### src/rtl/fetch_stage.sv
// rtl/fetch_stage.sv - MIPS instruction-fetch stage with IF/ID pipeline register
module fetch_stage #(
    parameter logic [31:0] RESET_PC  = 32'h0000_0000,
    parameter logic [31:0] NOP_INSTR = 32'h0000_0000
) (
    input  logic        clk,
    input  logic        rst,
    input  logic        StallF,
    input  logic        StallD,
    input  logic        PCSrcD,
    input  logic        JumpD,
    input  logic        CLR,
    input  logic [31:0] ImemRdataF,
    output logic [31:0] ImemAddrF,
    output logic [31:0] PCF,
    output logic [31:0] InstrD,
    output logic [31:0] PCPlus4D,
    output logic        ValidD
);

    logic [31:0] pc_plus4_f;
    logic [31:0] pc_branch_d;
    logic [31:0] pc_jump_d;
    logic [31:0] pc_next;

    assign pc_plus4_f  = PCF + 32'd4;
    assign ImemAddrF   = PCF;
    assign pc_branch_d = PCPlus4D + {{14{InstrD[15]}}, InstrD[15:0], 2'b00};
    assign pc_jump_d   = {PCPlus4D[31:28], InstrD[25:0], 2'b00};

    // Jump outranks a taken branch when both are flagged in the same cycle.
    always_comb begin
        pc_next = pc_plus4_f;
        if (JumpD) begin
            pc_next = pc_jump_d;
        end else if (PCSrcD) begin
            pc_next = pc_branch_d;
        end
    end

    always_ff @(posedge clk) begin
        if (rst) begin
            PCF <= RESET_PC;
        end else if (!StallF) begin
            PCF <= pc_next;
        end
    end

    // A stalled decode stage must keep its instruction even when a flush is requested.
    always_ff @(posedge clk) begin
        if (rst) begin
            InstrD   <= NOP_INSTR;
            PCPlus4D <= 32'h0000_0000;
            ValidD   <= 1'b0;
        end else if (!StallD) begin
            if (CLR) begin
                InstrD   <= NOP_INSTR;
                PCPlus4D <= 32'h0000_0000;
                ValidD   <= 1'b0;
            end else begin
                InstrD   <= ImemRdataF;
                PCPlus4D <= pc_plus4_f;
                ValidD   <= 1'b1;
            end
        end
    end

endmodule

### config.mk
export PLATFORM = sky130hd
export DESIGN_NAME = fetch_stage
export DESIGN_NICKNAME = d
export VERILOG_FILES = /design/src/rtl/fetch_stage.sv
export SDC_FILE = /design/constraint.sdc
export NUM_CORES = 1
export LEC_CHECK = 0
export CAP_MARGIN = 20
export CORE_AREA = 2 2 153 170
export CTS_CLUSTER_DIAMETER = 100
export CTS_CLUSTER_SIZE = 40
export DETAILED_ROUTE_END_ITERATION = 8
export DIE_AREA = 0 0 155 172
export PLACE_DENSITY_LB_ADDON = 0.05
export REMOVE_ABC_BUFFERS = 1
export SETUP_SLACK_MARGIN = 0.5
export SLEW_MARGIN = 5
export SYNTH_ARGS = -nofsm -noshare
export SYNTH_HDL_FRONTEND = slang
export SYNTH_SLANG_ARGS = --single-unit
### constraint.sdc
create_clock -name clk -period 4.3 [get_ports clk]
set_input_delay 0.43 -clock clk [delete_from_list [all_inputs] [get_ports clk]]
set_output_delay 0.43 -clock clk [all_outputs]
set_load 0.03 [all_outputs]
[Word-level counts from Yosys, hierarchy flattened]
Cells that the tools add are included.
Storage, ports and cells
  memories: 0
  logic and storage cells: 11
  memory bits (writable): 0
  flip-flop bits (word level): 97
  input bits: 39
  bits in latches: 0
  ROM bits: 0
Operators by class
  divide/modulo/power cells: 0
  shift operators: 0
  add/sub/neg operators: 2
  bitwise gates (word level): 0
  multipliers: 0
  reduce and logical (&&, ||, !) cells: 0
  magnitude comparators: 0
  eq/ne operators: 0
  mux-type cells: 5
Operators with widths (count)
  $mux W32: 4
  $add A32 B3 Y32 const B: 1
  $add A32 B32 Y32: 1
  $mux W1: 1

[Depth between registers and ports, before layout]
Gate-level depths: netlist (run 1).
  depth in word-level cells: 3
  depth in mapped cells: 10

[Least setup slack after synthesis (run 1)]
No wires, ideal clock.
  kind: register to register
  start: register InstrD[15]
  end: register PCF[31] (netlist: ImemAddrF[31])
  arrival: 2.875 ns
  stages on the path, launching flop included: 11
  path slack: 1.345 ns
  library setup time: 0.079 ns
  path buffers: 1
  required time: 4.221 ns
  clock period less this slack: 2.955 ns
  cells stage by stage: dfxtp_1 > ha_1 > buf_2 > a211oi_1 > o21a_1 > or3b_2 > a21boi_2 > nor3_4 > or2_2 > a311o_1 > a22oi_1
Between the ends
  word-level cells in the longest chain between the ends: 3
RTL lines
  from (decl): line 16  | output logic [31:0] InstrD,
  from (signal assigned): line 61  | InstrD <= ImemRdataF;
  $add A32 B32 Y32: line 28  | assign pc_branch_d = PCPlus4D + {{14{InstrD[15]}}, InstrD[15:0], 2'b00};
  $mux W32: line 36  | end else if (PCSrcD) begin
  $mux W32: line 34  | if (JumpD) begin
  to (signal assigned): line 45  | PCF <= pc_next;
  to (decl): line 15  | output logic [31:0] PCF,
Every way passes these cells.
A chain may end at the register's enable or synchronous reset.

[Worst setup path after layout (run 1)]
Same ends and word-level chain as after synthesis.

==> results of run 1 <==
## sequential cells by signal, summed over array words and instances (netlist names)
name,cells
ValidD,1
PCPlus4D,32
ImemAddrF,32
InstrD,32
## Yosys cell counts (3+ instances only)
cell type    n
a211oi_1     8
a21o_1      14
a21oi_1     64
a22o_1       3
a22oi_1     59
a311oi_1     4
a31oi_1      5
and3_1      11
and4_1       4
buf_1        7
buf_4       32
clkbuf_1    36
dfxtp_1     97
ha_1        30
inv_1       16
nand2_1     49
nand2b_1     5
nand3_1     20
nand4_1      8
nor2_1     113
nor3_1      12
nor3b_1      5
nor4_1       4
o211ai_1     8
o21a_1       5
o21ai_0     31
o21bai_1     5
o22ai_1      3
or3_1        7
xnor2_1     29
xor2_1      18
## cell usage in the layout, fill, tap and decap left out, drive strengths merged, types with 11 or more instances in the layout
cell	count
clkdlybuf4s50	165
nor2	113
dfxtp	97
a21oi	64
a22oi	59
nand2	49
o21ai	32
ha	30
xnor2	29
nand3	20
inv	19
xor2	18
a21o	15
buf	15
nor3	14
and3	11
## cells by family (layout without fill, tap and decap cells)
kind of cell,count (synthesis),after routing,synth area share [%]
and+or+nand+nor,249,249,18.7
AOI/OAI and AO/OA,252,252,28.3
adders and majority gates,31,31,6.41
muxes,3,3,0.508
xor gates and xnor gates,47,47,6.68
DFF,97,97,31.5
buffers and inverters,96,213,7.88
## per-layer routing
| layer | vias up | GRT usage (%) | wire, um |
|---|---|---|---|
| met4 | 0 | 5.64 | 437 |
| li1 | 3025 | - | - |
| met5 | - | 0 | 0 |
| met3 | 25 | 2.76 | 932 |
| met2 | 165 | 29.7 | 11400 |
| met1 | 3097 | 24.0 | 11500 |
## critical path: cells and delay by family (launching register included)
family	cells	cell delay [ns]
AOI/OAI and AO/OA	5	1.07
and+or+nand+nor	3	0.81
DFF	1	0.89
adders and majority gates	1	0.44
## metrics by stage
stage | setup slack [ns] | hold WS, ns | instance area, um2
2_1_floorplan | 1.18 | 0.499 | 5740
3_3_place_gp | 1.10 | 0.475 | 7910
3_5_place_dp | 1.03 | 0.478 | 7910
4_1_cts | 1.01 | 0.452 | 8240
5_1_grt | 0.719 | 0.467 | 8240
6_report | 1.02 | 0.460 | 8240
## cell type report
class                      count  area [um2]  area share, %
clock buffer                   9         225           2.73
clock inverter                 7         109           1.32
inverter                      17        63.8          0.774
multi-input combinational    582        3740           45.4
sequential                    97        1940           23.6
tap                          315         394           4.78
timing repair buffer         180        1760           21.4
## worst min path at each step
stage	endpoint	cells after the start	slack [ns]	startpoint
global route	InstrD[13]$_SDFFE_PP0N_	2	0.47	rst
CTS	PCPlus4D[3]$_SDFFE_PP0N_	2	0.45	rst
finish	PCPlus4D[3]$_SDFFE_PP0N_	2	0.46	rst
floorplan	ImemAddrF[0]$_SDFFE_PP0P_	1	0.50	rst
detailed placement	ImemAddrF[0]$_SDFFE_PP0P_	2	0.48	PCPlus4D[0]$_SDFFE_PP0N_
global placement	ValidD$_SDFFE_PP0N_	2	0.48	ValidD$_SDFFE_PP0N_
## report_power, final
group | switching, mW | total, mW | internal, mW | leakage (nW)
registers | 0.0458 | 0.972 | 0.926 | 0.789
logic | 0.253 | 0.421 | 0.168 | 2.14
clock network | 0.422 | 0.946 | 0.524 | 0.164
==> impl_metrics.toml, run 1 <==
[setup_path]
reg2reg_from = "InstrD[15]$_SDFFE_PP0N_"
ff2ff_setup_slack_ns = 1.02
path_max_fanout = 23
cp-endpoint = "ImemAddrF[31]$_SDFFE_PP0N_"
cp.required_ns = 4.58
cp-startpoint = "InstrD[15]$_SDFFE_PP0N_"
crit_chain = "ha_1, a211oi_1, o21a_1, or3b_2, a21boi_2, nor3_4, nor4bb_1, a311o_1, a22oi_1"
cp.arrival_ns = 3.56
cp_slowest_cell = "dfxtp_1"
crit_path_end_kind = "register"
slowest_delay_ns = 0.89
critPathLaunchType = "register"
critical_path_class = "register to register"
worstReg2RegEnd = "ImemAddrF[31]$_SDFFE_PP0N_"
r2r_cells = 9

[drt]
drt_pass1_iterations = 5
first_iter_violations = 374
drc = 0
ant_nets = 0
wl_mm = 24.2
vias = 6312
wire_per_inst_um = 20.1
via_per_inst = 5.23

[clocking]
clockRootBuffer = "clkbuf_16"
insertion_delay_ns = 0.36
tritoncts = "built"
cts_buffer_depth = 2
htreeDepth = 3
cts.clk_slew.worst_paths_ns = 0.08
cts_hold_buf = 0
cts_resized = 0
cts.sinks = 97
cts_setup_buffers = 0
numCtsBuffers = 9

[sta]
finalMaxSlewViolations = 0
relSlewSlack_pct = 37.7
final.setup_skew_ns = 0.0117
finalCritPeriodShare_pct = 76.3
fmax_ghz = 0.305
setup_viol_count_final = 0
grt_setup_unrepaired = "no"
setup_tns_ns = 0
final-hold-violation-count = 0
post-route-min-period_ns = 3.28
worstMarginPinSlew_ns = 0.931

[place]
dp.cells = 1191
port_buffers = 167
detailed_place_hpwl_mm = 17.9
place_congestion = 0.817

[logic_synthesis]
yosysTopAreaCell = "dfxtp_1"
syn_inst = 775
yosysTopAreaCellShare_pct = 31.5
yosysSeqAreaShare_pct = 31.5
ys_seq_elements = 97
netlist_area_um2 = 6160
synth_enable_flop_cells = 0
synth.avg_cell_area_um2 = 7.95
yosys.cell_types.count = 76
async_flop_share_pct = 0
yosys_most_used_dff = "dfxtp_1"
yosysWarnings = 0
netlist_top_cells_area = "dfxtp_1 32%, a22oi_1 7.2%, nor2_1 6.9%"

[global_routing]
antenna_found_initial = 0
grt_max_degree = 68
gr-total-overflow = 0
grtUsageTotal_pct = 17.9
grt_pass1_wl_mm = 36.6
grt_pass1_vias = 6115

[floorplan]
die_h_um = 172
dieArea_um2 = 26700
core_um2 = 25000
ios = 168
rows = 61
initial_core_util_pct = 24.7
fp.dieW_um = 155

[power]
p_per_area_nw_per_um2 = 284
ir_worst_vdd_mv = 0.151
p_leak_nw = 3.09
power.total_mw = 2.34

[final_layout]
diodes = 0
finish.utilization_pct = 33.0
fillerInstances = 2658
drive_gt1_share_pct = 5.16
syn2layout_area_growth_pct = 33.7
num-nets-final = 957
instances_no_fill = 1207

[run_status]
status = "complete, no violations"

[min_path]
hp-class = "input pin to register"

[run]
cap_violations = 0
Note: power is estimated with default switching activity, not from simulation.
==> run 2: changes to the inputs <==
==> constraint.sdc (replaced) <==
create_clock -name clk -period 3.35 [get_ports clk]
set_input_delay 0.335 -clock clk [delete_from_list [all_inputs] [get_ports clk]]
set_output_delay 0.335 -clock clk [all_outputs]
set_load 0.03 [all_outputs]
==> run 2 against run 1 <==
Effect of this change: clock-buffer cell count is the same; core utilization grew 1.0 points; sequential cell count is the same; total power grew 29%; critical path depth grew 2; clock power grew 29%; final cell count grew 1.2%; setup slack lost 0.43 ns; hold slack lost 0.025 ns; critical endpoint is now ImemAddrF[18]$_SDFFE_PP0N_.
==> impl_metrics.toml, run 2 (synthesis results as in run 1) <==
[clocking]
htreeDepth = 3
cts.sinks = 97
tritoncts = "built"
cts.clk_slew.worst_paths_ns = 0.09
insertion_delay_ns = 0.36
cts_buffer_depth = 2
clockRootBuffer = "clkbuf_16"
numCtsBuffers = 9

[run_status]
status = "complete, no violations"

[global_routing]
grt_pass1_vias = 6449
grt_max_degree = 50
grt_pass1_wl_mm = 37.9
grtUsageTotal_pct = 18.7
gr-total-overflow = 0
antenna_found_initial = 0

[sta]
setup_viol_count_final = 0
finalMaxSlewViolations = 0
final.setup_skew_ns = 0.0130
fmax_ghz = 0.363
worstMarginPinSlew_ns = 0.960
grt_setup_unrepaired = "yes"
finalCritPeriodShare_pct = 82.3
finalWorstSetupSlack_ns = 0.593
relSlewSlack_pct = 35.8
hold_slack_ns = 0.435
final-hold-violation-count = 0
post-route-min-period_ns = 2.76
setup_tns_ns = 0

[setup_path]
ff2ff_setup_slack_ns = 0.59
reg2reg_from = "PCPlus4D[2]$_SDFFE_PP0N_"
crit_path_end_kind = "register"
crit_cells = 11
cp.required_ns = 3.64
cpLargestDelayFamily = "simple AND/OR/NAND/NOR gates"
crit_chain = "ha_4, fa_2, a21o_1, nand4_1, a21boi_2, a211oi_2, buf_4, o21bai_1, and4_1, or4_1, a21oi_1"
r2r_cells = 11
cp-startpoint = "PCPlus4D[2]$_SDFFE_PP0N_"
path_max_fanout = 4
cp_slowest_cell = "or4_1"
critical_path_class = "register to register"
critPathLaunchType = "register"
worstReg2RegEnd = "ImemAddrF[18]$_SDFFE_PP0N_"
path_buf_inv = 1
cp.arrival_ns = 3.05
cp-endpoint = "ImemAddrF[18]$_SDFFE_PP0N_"
slowest_delay_ns = 0.51

[final_layout]
mostFrequentLayoutCells = "165 x clkdlybuf4s50_1, 112 x nor2_1, 91 x dfxtp_1"
final_common_cell = "clkdlybuf4s50_1"
syn2layout_area_growth_pct = 37.9
drive_gt1_share_pct = 9.37
instances_no_fill = 1222
num-nets-final = 972
diodes = 0

[power]
seqPwrFrac_pct = 41.2
ir_worst_vdd_mv = 0.210
p_per_area_nw_per_um2 = 356
switchingPower_mw = 0.938
power.total_mw = 3.02
clkPwrFrac_pct = 40.3
power_frac_comb_pct = 18.5
p_leak_nw = 3.15
p_int_mw = 2.09
swShare_pct = 31.0

[floorplan]
fp.dieW_um = 155
ios = 168
core_um2 = 25000
initial_core_util_pct = 24.7
rows = 61
dieArea_um2 = 26700
die_h_um = 172

[drt]
via_per_inst = 5.24
wl_mm = 25.1
drc = 0
ant_nets = 0
vias = 6402
wire_per_inst_um = 20.5
drt_pass1_iterations = 4
first_iter_violations = 338

[place]
port_buffers = 167
place_congestion = 0.858
dp.cells = 1201
detailed_place_hpwl_mm = 18.3
dp_slack_ns = 0.329

[min_path]
hp-class = "input pin to register"

[run]
cap_violations = 0
-- run 2: cell count changes in the layout (fill, tap and decap cells not counted), sizes merged --
cell and change:
buf +15, clkinv -1, inv +1
-- run 2: worst min-delay path by stage --
stage	depth (start not counted)	slack (ns)	from	endpoint
6_report	2	0.43	rst	PCPlus4D[28]$_SDFFE_PP0N_
5_1_grt	2	0.46	rst	PCPlus4D[30]$_SDFFE_PP0N_
4_1_cts	3	0.43	StallD	PCPlus4D[2]$_SDFFE_PP0N_
3_5_place_dp	2	0.48	PCPlus4D[0]$_SDFFE_PP0N_	ImemAddrF[0]$_SDFFE_PP0P_
3_3_place_gp	2	0.46	PCPlus4D[0]$_SDFFE_PP0N_	ImemAddrF[0]$_SDFFE_PP0P_
2_1_floorplan	1	0.40	rst	ImemAddrF[0]$_SDFFE_PP0P_
-- run 2: cell type report --
type | count | area [um2]
flip-flops and latches | 97 | 1950
inverters | 17 | 63.8
repair buffers | 195 | 1880
fillers | 2614 | 16500
multi-input cells | 582 | 3870
well taps | 315 | 394
clock inverters | 7 | 106
clock buffers | 9 | 225
-- run 2: per-layer routing --
| metal | part of all wire (%) | vias to the layer above | track usage (%) |
|---|---|---|---|
| li1 | - | 3052 | - |
| met1 | 46 | 3164 | 24.0 |
| met2 | 48 | 162 | 32.3 |
| met3 | 4.0 | 24 | 3.36 |
| met4 | 1.7 | 0 | 4.95 |
| met5 | 0 | - | 0 |
-- run 2: metrics by stage --
step / util, % / instance area, um2
final: 34.0 / 8500
after global routing: 34.0 / 8500
after global placement: 32.0 / 7980
after floorplan: - / 5740
after CTS: 33.4 / 8340
after detailed placement: 32.0 / 7980
-- run 2: power by group through the flow --
stage                     Clock (mW)  Sequential [mW]  Combinational [mW]
final                           1.22             1.24               0.560
after detailed placement           0             1.27               0.552
after global placement             0             1.27               0.556
after global routing            1.30             1.25               0.600
after floorplan                    0             1.36               0.163
after CTS                       1.26             1.24               0.555
-- run 2: timing repair --
action | CTS | global route
setup endpoints to repair | 8 | 13
setup buffers | 3 | 2
resized for setup | 4 | 32
pin swaps | 2 | 4
cloned | 0 | 0
hold buffers | 0 | 0
